**src/rtl/serial_subtractor.sv**
```systemverilog
// -----------------------------------------------------------------------------
// serial_subtractor
//
// Bit-serial unsigned subtractor. A start request captures the operands, after
// which one difference bit is produced per clock, LSB first, using a single
// full-subtractor cell and a borrow flop. After WIDTH shift cycles the result
// and the final borrow are loaded into the output registers, and done pulses
// for one cycle.
//
// Ports
//   clk        : clock, all state updates on the rising edge
//   rst        : synchronous active-high reset
//   start      : request a subtraction (accepted in IDLE and DONE)
//   a          : minuend, unsigned, WIDTH bits
//   b          : subtrahend, unsigned, WIDTH bits
//   diff       : registered result, (a - b) mod 2^WIDTH
//   borrow_out : registered final borrow, 1 when a < b
//   busy       : high while an operation is in progress (SHIFT and DONE)
//   done       : one-cycle pulse marking diff/borrow_out valid
// -----------------------------------------------------------------------------
module serial_subtractor #(
    parameter int WIDTH = 6
) (
    input  logic             clk,
    input  logic             rst,
    input  logic             start,
    input  logic [WIDTH-1:0] a,
    input  logic [WIDTH-1:0] b,
    output logic [WIDTH-1:0] diff,
    output logic             borrow_out,
    output logic             busy,
    output logic             done
);

    // Counter wide enough to hold WIDTH.
    localparam int CW = $clog2(WIDTH + 1);
    localparam logic [CW-1:0] CNT_ZERO = CW'(0);
    localparam logic [CW-1:0] CNT_ONE  = CW'(1);
    localparam logic [CW-1:0] CNT_LAST = CW'(WIDTH - 1);

    typedef enum logic [1:0] {
        IDLE  = 2'b00,
        SHIFT = 2'b01,
        DONE  = 2'b10
    } state_t;

    // One full-subtractor step: returns {borrow_next, difference_bit}.
    function automatic logic [1:0] sub_bit(input logic ai, input logic bi, input logic br);
        logic d;
        logic bn;
        d  = ai ^ bi ^ br;
        bn = (~ai & bi) | (~(ai ^ bi) & br);
        return {bn, d};
    endfunction

    state_t           state_r;
    state_t           state_next_s;
    logic [WIDTH-1:0] a_sh_r;
    logic [WIDTH-1:0] b_sh_r;
    logic [WIDTH-1:0] res_r;
    logic             br_r;
    logic [CW-1:0]    cnt_r;
    logic [WIDTH-1:0] diff_r;
    logic             borrow_r;
    logic             busy_r;
    logic             done_r;

    logic [1:0]       step_s;
    logic             d_s;
    logic             br_next_s;
    logic [WIDTH:0]   res_cat_s;
    logic [WIDTH-1:0] res_next_s;
    logic             last_s;
    logic             load_s;

    // Bit-serial datapath: current LSBs through the subtractor cell, and the
    // result register with the new bit entering from the MSB end.
    always_comb begin
        step_s     = sub_bit(a_sh_r[0], b_sh_r[0], br_r);
        d_s        = step_s[0];
        br_next_s  = step_s[1];
        res_cat_s  = {d_s, res_r};
        res_next_s = res_cat_s[WIDTH:1];
        last_s     = (cnt_r == CNT_LAST);
        if ((state_r == IDLE) || (state_r == DONE)) begin
            load_s = start;
        end else begin
            load_s = 1'b0;
        end
    end

    // Next-state logic; start is only honoured in IDLE and DONE.
    always_comb begin
        state_next_s = state_r;
        case (state_r)
            IDLE: begin
                if (start) begin
                    state_next_s = SHIFT;
                end else begin
                    state_next_s = IDLE;
                end
            end
            SHIFT: begin
                if (last_s) begin
                    state_next_s = DONE;
                end else begin
                    state_next_s = SHIFT;
                end
            end
            DONE: begin
                if (start) begin
                    state_next_s = SHIFT;
                end else begin
                    state_next_s = IDLE;
                end
            end
            default: begin
                state_next_s = IDLE;
            end
        endcase
    end

    // State register.
    always_ff @(posedge clk) begin
        if (rst) begin
            state_r <= IDLE;
        end else begin
            state_r <= state_next_s;
        end
    end

    // Operand shift registers, partial result, borrow flop and bit counter.
    always_ff @(posedge clk) begin
        if (rst) begin
            a_sh_r <= {WIDTH{1'b0}};
            b_sh_r <= {WIDTH{1'b0}};
            res_r  <= {WIDTH{1'b0}};
            br_r   <= 1'b0;
            cnt_r  <= CNT_ZERO;
        end else if (load_s) begin
            a_sh_r <= a;
            b_sh_r <= b;
            res_r  <= {WIDTH{1'b0}};
            br_r   <= 1'b0;
            cnt_r  <= CNT_ZERO;
        end else if (state_r == SHIFT) begin
            a_sh_r <= a_sh_r >> 1;
            b_sh_r <= b_sh_r >> 1;
            res_r  <= res_next_s;
            br_r   <= br_next_s;
            cnt_r  <= cnt_r + CNT_ONE;
        end else begin
            a_sh_r <= a_sh_r;
            b_sh_r <= b_sh_r;
            res_r  <= res_r;
            br_r   <= br_r;
            cnt_r  <= cnt_r;
        end
    end

    // Output registers. The result is loaded only on the final shift step, so
    // diff never shows a partially assembled value; busy/done follow the state
    // being entered so they line up with it.
    always_ff @(posedge clk) begin
        if (rst) begin
            diff_r   <= {WIDTH{1'b0}};
            borrow_r <= 1'b0;
            busy_r   <= 1'b0;
            done_r   <= 1'b0;
        end else begin
            busy_r <= (state_next_s != IDLE);
            done_r <= (state_next_s == DONE);
            if ((state_r == SHIFT) && last_s) begin
                diff_r   <= res_next_s;
                borrow_r <= br_next_s;
            end else begin
                diff_r   <= diff_r;
                borrow_r <= borrow_r;
            end
        end
    end

    assign diff       = diff_r;
    assign borrow_out = borrow_r;
    assign busy       = busy_r;
    assign done       = done_r;

endmodule
```
**config.mk**
```make
export PLATFORM = sky130hd
export DESIGN_NAME = serial_subtractor
export DESIGN_NICKNAME = d
export VERILOG_FILES = /design/src/rtl/serial_subtractor.sv
export SDC_FILE = /design/constraint.sdc
export NUM_CORES = 1
export LEC_CHECK = 0
export BUFFER_PORTS_ARGS = -buffer_cell sky130_fd_sc_hd__clkbuf_2
export CAP_MARGIN = 5
export CORE_ASPECT_RATIO = 0.75
export CORE_UTILIZATION = 35
export CTS_CLUSTER_DIAMETER = 150
export CTS_CLUSTER_SIZE = 24
export DETAILED_ROUTE_END_ITERATION = 12
export GPL_TIMING_DRIVEN = 0
export PLACE_DENSITY = 0.66
export SLEW_MARGIN = 30
export SYNTH_ARGS = -nofsm -noshare
export SYNTH_HDL_FRONTEND = slang
export SYNTH_SLANG_ARGS = --single-unit
```
**constraint.sdc**
```tcl
create_clock -name clk -period 1.6 [get_ports clk]
set_input_delay 0.16 -clock clk [delete_from_list [all_inputs] [get_ports clk]]
set_output_delay 0.16 -clock clk [all_outputs]
set_load 0.05 [all_outputs]
```
==> results.md, run 1 <==
- Synth warnings: 0
- #FFs+latches synth: 32
- Library cells used by synthesis: 25
- Cts hold-fix bufs: 0
- CP Buf/Inv Count: 1
- Routed vias: 1108
- Wirelength per Cell: 12.1 um
- First drt pass iteration count: 4
- CTS H-Tree Depth: 2
- Post-route ant nets: 0
- Worst path slowest cell: dfxtp_1
- Critical-path cell list: ha_1 -> and4b_1 -> buf_2 -> nor2_1 -> a211oi_1
- Register area: 641 sq um
- Io pins: 24
- Most frequent cells in the layout: nand2_1 (39), dfxtp_1 (32), clkbuf_2 (23)
- Post-route minimum period: 1270 ps
- Syn_nets: 166
- Slew HR: 68.3%
- I/O Buffers: 23
- 1st-iter DRT viols: 78
- CP Max Fanout: 8
- CTS-repair resized insts: 0
- Vias per cell: 5.08
- Number of nets in the layout: 196
- Transition time of the tightest slew-check pin: 475 ps
- Sequential-to-total area share from yosys stat: 50.4%
- Initial antenna violation count: 0
- CP required: 1800 ps
- Max Clock Freq: 786 MHz
- Area grow syn2layout: 20.6%
- Mean Syn Cell Area: 8.58 sq um
- Setup TNS: 0 ps
- R2r setup slk: 330 ps
- Postcts setup bufs: 0
- Clk slew on worst S/H paths: 70 ps
- WS Path Type: reg -> reg
- Max-cap viol count: 0
- Clock root buffer: clkbuf_8
- Largest net degree at the start of global routing: 11
- Hold_ws: 113 ps
- Setup violators final: 0
- Critical path's largest stage delay: 380 ps
- Final Cycle Share: 79.5%
- Die width: 71.6 um
- Synth Instances: 148
- Worst setup SP type: flop
- Area of the multi-input gates: 552 sq um
- Antenna Cells: 0
- DIE HEIGHT: 54.2 um
- Delay-heaviest family, CP: flip-flops
- FP Rows: 18
- Clk_lat worst skew: 280 ps
- Fillers: 344
- Slew Limit Fails: 0
- Core Region: 0.00338 sq mm
- First-pass GRT wire length: 4350 um
- DP Wirelength: 1920 um
- TritonCTS Buffers: 5
- Clock Path Buffers: 2
- Unrepaired setup endpoints after global routing: no
- Tot GR Track Use: 15.5%
- Status: finished, final reports clean
- Commonest non-fill, non-tap cell in the layout: nand2_1
- Hold Vio Cnt, Final: 0
- CTS tree: yes
- CTS Sinks: 32
- Die ar.: 0.00388 sq mm
- Kind of end point of the critical path: flop
- Initial core utilization: 37.6%
- GP Congestion: 0.717
- Leakage: 0.000602 uW
- Peak supply drop: 336 uV
- Total gr overflow: 0
- Pwr/cell area: 1110 mW/mm^2
- DRT Wirelength: 2640 um
- Residual DRC: 0
- Number of global-route vias before repair: 995
- Post-Synthesis Cell Area: 0.00127 sq mm
- Hold crit path type: in -> reg
- Final clock skew: 3.34 ps
- Crit path DAT: 1470 ps
- Share of layout cells above drive strength 1: 21.3%
stage by stage:
| stage | total power [uW] | area [sq um] | worst slack [ps] | util (%) | cells |
|---|---|---|---|---|---|
| final | 1700 | 1530 | 328 | 45.3 | 218 |
| after global routing | 1770 | 1530 | 193 | 45.3 | 218 |
| after CTS | 1710 | 1530 | 302 | 45.3 | 218 |
| after detailed placement | 1050 | 1440 | 317 | 42.5 | 211 |
| after global placement | 1040 | 1440 | 356 | 42.5 | 211 |
| after floorplan | 993 | 1270 | 430 | - | 148 |
Yosys cell counts, drive strengths merged:
library cell	instances	area, sq um
a22oi	2	15.0
dfxtp	32	641
a311oi	8	70.1
and2b	1	8.76
nand2b	3	18.8
fa	1	20.0
nor2	16	60.1
nor3	2	10.0
xor2	1	8.76
ha	2	25.0
a211oi	3	22.5
a21oi	15	75.1
and4b	1	10.0
nand3	2	10.0
nand4b	1	8.76
nand2	39	146
inv	3	11.3
nor2b	1	6.26
nand3b	1	7.51
xnor2	1	8.76
buf	7	51.3
clkbuf	4	15.0
mux2i	2	20.0
flip-flops by register name, indices dropped and copies added (netlist names):
| signal | cells |
|---|---|
| res_r | 5 |
| b_sh_r | 6 |
| borrow_out | 1 |
| done | 1 |
| a_sh_r | 6 |
| br_r | 1 |
| cnt_r | 3 |
| busy | 1 |
| diff | 6 |
| state_r | 2 |
report_power, final:
group / internal [uW] / leakage (uW) / switching [uW]
sequential: 832 / 0.000261 / 22.1
clock: 383 / 0.0000503 / 286
combinational: 73.3 / 0.000290 / 102
total: 1290 / 0.000602 / 411
final cells by class:
type                       count  area share (%)
sequential                    32            41.8
multi-input combinational    102            36.0
timing repair buffer          23            7.52
clock buffer                   7            6.29
buffer                        11            4.33
tap                           40            3.27
inverter                       3           0.735
per-layer routing:
layer / wire length (um) / up-vias / global-route usage, %
met5: 0 / - / 0
met4: 72 / 0 / 9.15
met3: 133 / 9 / 6.93
met2: 1190 / 22 / 24.3
met1: 1240 / 525 / 18.0
li1: - / 552 / -
cell families after synthesis:
| family | after synthesis | share of synthesized area (%) |
|---|---|---|
| AND/OR/NAND/NOR | 67 | 22.6 |
| flip-flops | 32 | 50.4 |
| AO/OA/AOI/OAI | 28 | 14.4 |
| buffers and inverters | 14 | 6.11 |
| adder cells (fa/ha/maj) | 3 | 3.55 |
| XOR/XNOR | 2 | 1.38 |
| multiplexers | 2 | 1.58 |
path summary, 6_finish.rpt:
path,startpoint,cells past startpoint,endpoint
worst max register to register,cnt_r[0]$_SDFFE_PP0N_,5,borrow_out$_SDFFE_PP0N_
worst min-delay path,rst,2,b_sh_r[2]$_SDFFE_PP0P_
worst max-delay path,cnt_r[0]$_SDFFE_PP0N_,5,borrow_out$_SDFFE_PP0N_
worst min register to register,diff[0]$_SDFFE_PP0N_,2,diff[0]$_SDFFE_PP0N_
(Power assumes the default switching activity.)
==> run 2: changes to the inputs <==
==> constraint.sdc (replaced) <==
create_clock -name clk -period 1.3 [get_ports clk]
set_input_delay 0.13 -clock clk [delete_from_list [all_inputs] [get_ports clk]]
set_output_delay 0.13 -clock clk [all_outputs]
set_load 0.05 [all_outputs]
==> run 2 against run 1 <==
Clock skew is 0.60 ps lower. Worst setup slack worse by 250 ps. Cell count is 0.46% higher. Fmax is 4.4% higher. Clock power is 23% higher. Highest routed layer unchanged. Critical path type unchanged. Global-route usage stayed put. Wire length is 0.83% higher. Via count is 2.1% higher. Critical endpoint unchanged.
==> results.md, run 2 (synthesized netlist as in run 1, its figures left out) <==
- Status: finished, final reports clean (unchanged)
- Placed cell areas: 0.00144 sq mm (unchanged)
- Number of global-route vias before repair: 995 (unchanged)
- FP Rows: 18 (unchanged)
- Max Clock Freq: 821 MHz (was 786 MHz)
- Final Cycle Share: 93.7% (was 79.5%)
- Post-route ant nets: 0 (unchanged)
- Die ar.: 0.00388 sq mm (unchanged)
- Crit path DAT: 1420 ps (was 1470 ps)
- Share of layout cells above drive strength 1: 23.5% (was 21.3%)
- Clock Path Buffers: 2 (unchanged)
- Design area: 0.00155 sq mm (was 0.00153 sq mm)
- Fillers: 340 (was 344)
- First drt pass iteration count: 4 (unchanged)
- Kind of end point of the critical path: flop (unchanged)
- Max-cap viol count: 0 (unchanged)
- Post-route minimum period: 1220 ps (was 1270 ps)
- Clk_lat worst skew: 280 ps (about the same)
- Post-route setup slack: 81.5 ps (was 328 ps)
- Clock root buffer: clkbuf_8 (unchanged)
- CP required: 1500 ps (was 1800 ps)
- First-pass GRT wire length: 4350 um (unchanged)
- Delay-heaviest family, CP: flip-flops (unchanged)
- Leakage: 0.000607 uW (was 0.000602 uW)
- Vias per cell: 5.16 (was 5.08)
- Hold_ws: 89.1 ps (was 113 ps)
- I/O Buffers: 23 (unchanged)
- Worst path slowest cell: dfxtp_2 (was dfxtp_1)
- Area grow syn2layout: 21.7% (was 20.6%)
- Hold Vio Cnt, Final: 0 (unchanged)
- Commonest non-fill, non-tap cell in the layout: nand2_1 (unchanged)
- WS Path Type: reg -> reg (unchanged)
- Critical path's largest stage delay: 340 ps (was 380 ps)
- Residual DRC: 0 (unchanged)
- CTS tree: yes (unchanged)
- DIE HEIGHT: 54.2 um (unchanged)
- Transition time of the tightest slew-check pin: 486 ps (was 475 ps)
- DRT Wirelength: 2660 um (was 2640 um)
- Tot GR Track Use: 15.5% (unchanged)
- Initial core utilization: 37.6% (unchanged)
- Wirelength per Cell: 12.1 um (about the same)
- TritonCTS Buffers: 5 (unchanged)
- Final clock skew: 2.74 ps (was 3.34 ps)
- CP Max Fanout: 8 (unchanged)
- Clk slew on worst S/H paths: 60 ps (was 70 ps)
- Hold crit path type: in -> reg (unchanged)
- Pwr/cell area: 1350 mW/mm^2 (was 1110 mW/mm^2)
- 1st-iter DRT viols: 66 (was 78)
- DP Wirelength: 1920 um (unchanged)
- Slew HR: 67.6% (was 68.3%)
- Setup violators final: 0 (unchanged)
- Slew Limit Fails: 0 (unchanged)
- Antenna Cells: 0 (unchanged)
- Unrepaired setup endpoints after global routing: no (unchanged)
- Number of nets in the layout: 197 (was 196)
- Setup TNS: 0 ps (unchanged)
- CTS Sinks: 32 (unchanged)
- Initial antenna violation count: 0 (unchanged)
- CP Buf/Inv Count: 2 (was 1)
- Dpl ws: 17.3 ps (was 317 ps)
- Io pins: 24 (unchanged)
- Die width: 71.6 um (unchanged)
- Peak supply drop: 412 uV (was 336 uV)
- CTS H-Tree Depth: 2 (unchanged)
- Critical-path cell list: inv_1 -> ha_1 -> and4b_1 -> buf_4 -> a211oi_1 (was ha_1 -> and4b_1 -> buf_2 -> nor2_1 -> a211oi_1)
- Most frequent cells in the layout: nand2_1 (39), dfxtp_1 (29), clkbuf_2 (23) (was nand2_1 (39), dfxtp_1 (32), clkbuf_2 (23))
- Core Region: 0.00338 sq mm (unchanged)
- Routed vias: 1131 (was 1108)
- GP Congestion: 0.717 (unchanged)
- Worst setup SP type: flop (unchanged)
- Largest net degree at the start of global routing: 11 (unchanged)
- Total gr overflow: 0 (unchanged)
## run 2: changes by cell type in the layout (fill, tap and decap cells not counted)
cell / before / now
dfxtp_2: 0 / 3
buf_4: 4 / 6
buf_2: 2 / 1
dfxtp_1: 32 / 29
## run 2: path summary, 6_finish.rpt
path / start / endpoint / slack, ps / depth (start not counted)
worst max register to register: cnt_r[1]$_SDFFE_PP0N_ / borrow_out$_SDFFE_PP0N_ / 80 / 5
worst max-delay path: cnt_r[1]$_SDFFE_PP0N_ / borrow_out$_SDFFE_PP0N_ / 80 / 5
worst min-delay path: rst / b_sh_r[2]$_SDFFE_PP0P_ / 90 / 2
worst min register to register: diff[0]$_SDFFE_PP0N_ / diff[0]$_SDFFE_PP0N_ / 460 / 2
## run 2: final cells by class
class	instances	area, sq um	area share (%)
plain buffers	11	68.8	4.45
clock buffers	7	96.3	6.23
repair buffers	24	123	7.94
flip-flops and latches	32	644	41.7
inverters	3	11.3	0.729
multi-input cells	102	552	35.7
well taps	40	50.0	3.24
## run 2: per-layer routing
layer,part of all wire (%),GRT usage (%),wire length [um],up-vias
met5,0,0,0,-
met4,3.2,9.15,86,0
met3,5.9,6.93,158,10
met2,45,24.3,1190,35
met1,46,18.0,1220,532
li1,-,-,-,554
## run 2: worst reg2reg max path: stages (launching register included)
cell      delay (ps)
dfxtp_2          340
inv_1             40
ha_1             190
and4b_1          200
buf_4            160
a211oi_1         210
## run 2: per-stage QoR
| stage | util [%] | cells | power, uW |
|---|---|---|---|
| global route | 45.7 | 219 | 2190 |
| global placement | 42.5 | 211 | 1280 |
| detailed placement | 42.5 | 211 | 1290 |
| CTS | 45.3 | 218 | 2110 |
| finish | 45.7 | 219 | 2090 |
| floorplan | - | 148 | 1220 |
## run 2: power breakdown
group	switching [uW]	internal (uW)	leakage, uW	total, uW
clock	351	471	0.0000503	822
combinational	126	90.2	0.000294	217
sequential	27.6	1030	0.000262	1050
total	505	1590	0.000607	2090
## run 2: timing repair
action | 4_1_cts | 5_1_grt
hold buffers | 0 | 0
buffers inserted | 0 | 1
endpoints found under the setup margin | 0 | 17
gates resized for setup | 0 | 5
==> run 3: changes to the inputs <==
--- a/config.mk
+++ b/config.mk
@@ -5,8 +5,7 @@
 export SDC_FILE = /design/constraint.sdc
 export NUM_CORES = 1
 export LEC_CHECK = 0
-export BUFFER_PORTS_ARGS = -buffer_cell sky130_fd_sc_hd__clkbuf_2
-export CAP_MARGIN = 5
+export BUFFER_PORTS_ARGS = -buffer_cell sky130_fd_sc_hd__buf_4
 export CORE_ASPECT_RATIO = 0.75
 export CORE_UTILIZATION = 35
 export CTS_CLUSTER_DIAMETER = 150
==> run 3 against run 2 <==
Utilization is 2.8 points higher. Critical endpoint unchanged. Clock skew increased by 2.3 ps. Power rose by 7.3%. Fmax grew 0.32%. Combinational power is 11% higher. Non-clock buffer count unchanged. Highest routed layer unchanged.
==> results.md, run 3 (synthesized netlist as in run 1, its figures left out) <==
- Status: finished, final reports clean (unchanged)
- Worst reg-to-reg path cell count: 5 (unchanged)
- Worst Hold Depth: 2 (unchanged)
- Area grow syn2layout: 29.1% (was 21.7%)
- Design area: 0.00164 sq mm (was 0.00155 sq mm)
- Power, Total: 2240 uW (was 2090 uW)
- Peak supply drop: 677 uV (was 412 uV)
- Setup TNS: 0 ps (unchanged)
- CTS tree: yes (unchanged)
- Crit path DAT: 1420 ps (about the same)
- DIE HEIGHT: 54.2 um (unchanged)
- Max Clock Freq: 823 MHz (was 821 MHz)
- Worst path slowest cell: dfxtp_1 (was dfxtp_2)
- R2r endpoint: borrow_out$_SDFFE_PP0N_ (unchanged)
- WS Path Type: reg -> reg (unchanged)
- Setup violators final: 0 (unchanged)
- Core Region: 0.00338 sq mm (unchanged)
- Placed cell areas: 0.00149 sq mm (was 0.00144 sq mm)
- Worst setup SP type: flop (unchanged)
- GP Congestion: 0.702 (was 0.717)
- Fillers: 326 (was 340)
- First-pass GRT wire length: 4290 um (was 4350 um)
- Share of layout cells above drive strength 1: 24.4% (was 23.5%)
- Unrepaired setup endpoints after global routing: no (unchanged)
- Slew HR: 67.0% (was 67.6%)
- Clk_lat worst skew: 290 ps (was 280 ps)
- Hold Vio Cnt, Final: 0 (unchanged)
- 1st-iter DRT viols: 47 (was 66)
- FP Rows: 18 (unchanged)
- Number of nets in the layout: 197 (unchanged)
- Die width: 71.6 um (unchanged)
- Critical-path cell list: inv_1 -> ha_4 -> and4b_1 -> buf_6 -> a211oi_1 (was inv_1 -> ha_1 -> and4b_1 -> buf_4 -> a211oi_1)
- CP Max Fanout: 8 (unchanged)
- Number of global-route vias before repair: 984 (was 995)
- Routed vias: 1087 (was 1131)
- CTS Sinks: 32 (unchanged)
- Hold crit path type: in -> reg (unchanged)
- First drt pass iteration count: 4 (unchanged)
- Initial antenna violation count: 0 (unchanged)
- Largest net degree at the start of global routing: 12 (was 11)
- Critical path's largest stage delay: 350 ps (was 340 ps)
- Tot GR Track Use: 15.4% (was 15.5%)
- CTS H-Tree Depth: 2 (unchanged)
- Wirelength per Cell: 12.1 um (about the same)
- Residual DRC: 0 (unchanged)
- Clock root buffer: clkbuf_8 (unchanged)
- DRT Wirelength: 2650 um (was 2660 um)
- R2r startpoint: cnt_r[1]$_SDFFE_PP0N_ (unchanged)
- Vias per cell: 4.94 (was 5.16)
- Initial core utilization: 37.6% (unchanged)
- Commonest non-fill, non-tap cell in the layout: nand2_1 (unchanged)
- Transition time of the tightest slew-check pin: 495 ps (was 486 ps)
- Clock Path Buffers: 2 (unchanged)
- Total gr overflow: 0 (unchanged)
- Kind of end point of the critical path: flop (unchanged)
- R2r setup slk: 90 ps (was 80 ps)
- Slew Limit Fails: 0 (unchanged)
- Most frequent cells in the layout: nand2_1 (39), dfxtp_1 (30), buf_4 (28) (was nand2_1 (39), dfxtp_1 (29), clkbuf_2 (23))
- Cts hold-fix bufs: 0 (unchanged)
- Io pins: 24 (unchanged)
- CP required: 1510 ps (was 1500 ps)
- CP Capture Point: borrow_out$_SDFFE_PP0N_ (unchanged)
- Max-cap viol count: 0 (unchanged)
- Final Cycle Share: 93.4% (was 93.7%)
- Clk slew on worst S/H paths: 70 ps (was 60 ps)
- Final clock skew: 5.08 ps (was 2.74 ps)
- Worst Setup SP: cnt_r[1]$_SDFFE_PP0N_ (unchanged)
- Leakage: 0.000629 uW (was 0.000607 uW)
- I/O Buffers: 23 (unchanged)
- DP Wirelength: 1910 um (was 1920 um)
- Post-route minimum period: 1210 ps (was 1220 ps)
- Post-route ant nets: 0 (unchanged)
- Pwr/cell area: 1370 mW/mm^2 (was 1350 mW/mm^2)
- TritonCTS Buffers: 5 (unchanged)
- Antenna Cells: 0 (unchanged)
- Register area: 643 sq um (was 644 sq um)
- Area of the multi-input gates: 571 sq um (was 552 sq um)
- Hold wc startpoint: rst (unchanged)
- Die ar.: 0.00388 sq mm (unchanged)
[run 3: worst max-delay path, delay by kind of cell, from the launching register on]
kind | cells | cell delay, ps
AOI/OAI and AO/OA | 1 | 220
adders and majority gates | 1 | 160
buffers and inverters | 2 | 210
DFF | 1 | 350
and+or+nand+nor | 1 | 190
[run 3: power by group]
part	switching, uW	internal [uW]	total, uW
Combinational	132	109	241
Clock	386	567	952
Sequential	26.8	1030	1050
[run 3: final cells by class]
type | count | area share [%]
Buffer | 11 | 4.43
Clock buffer | 5 | 4.20
Clock inverter | 3 | 2.60
Inverter | 3 | 0.687
Multi-Input combinational cell | 102 | 34.8
Sequential cell | 32 | 39.2
Tap cell | 40 | 3.05
Timing Repair Buffer | 24 | 11.0
[run 3: per-layer routing]
| layer | routed length [um] | global-route usage (%) | up-vias |
|---|---|---|---|
| li1 | - | - | 555 |
| met1 | 1310 | 18.2 | 513 |
| met2 | 1160 | 24.0 | 13 |
| met3 | 115 | 6.74 | 6 |
| met4 | 61 | 8.82 | 0 |
| met5 | 0 | 0 | - |
[run 3: worst min-delay path by stage]
stage                                         to  slack, ps
after floorplan           b_sh_r[2]$_SDFFE_PP0P_        200
after global placement    b_sh_r[2]$_SDFFE_PP0P_        330
after detailed placement  b_sh_r[2]$_SDFFE_PP0P_        340
after CTS                 b_sh_r[2]$_SDFFE_PP0P_         30
after global routing      b_sh_r[3]$_SDFFE_PP0P_         40
final                     b_sh_r[3]$_SDFFE_PP0P_         40
[run 3: repair_timing]
item	in CTS	in global routing
resized for setup	1	7
buffers inserted	0	1
endpoints found under the setup margin	1	14
pin swaps	0	0
[run 3: through the flow]
step	setup slack [ps]	util (%)	hold WS, ps	cells
3_5_place_dp	7.47	44.2	340	211
6_report	85.3	48.5	38.9	220
2_1_floorplan	130	-	202	148
3_3_place_gp	58.4	44.2	333	211
5_1_grt	6.62	48.5	42.4	220
4_1_cts	1.26	47.6	27.3	219
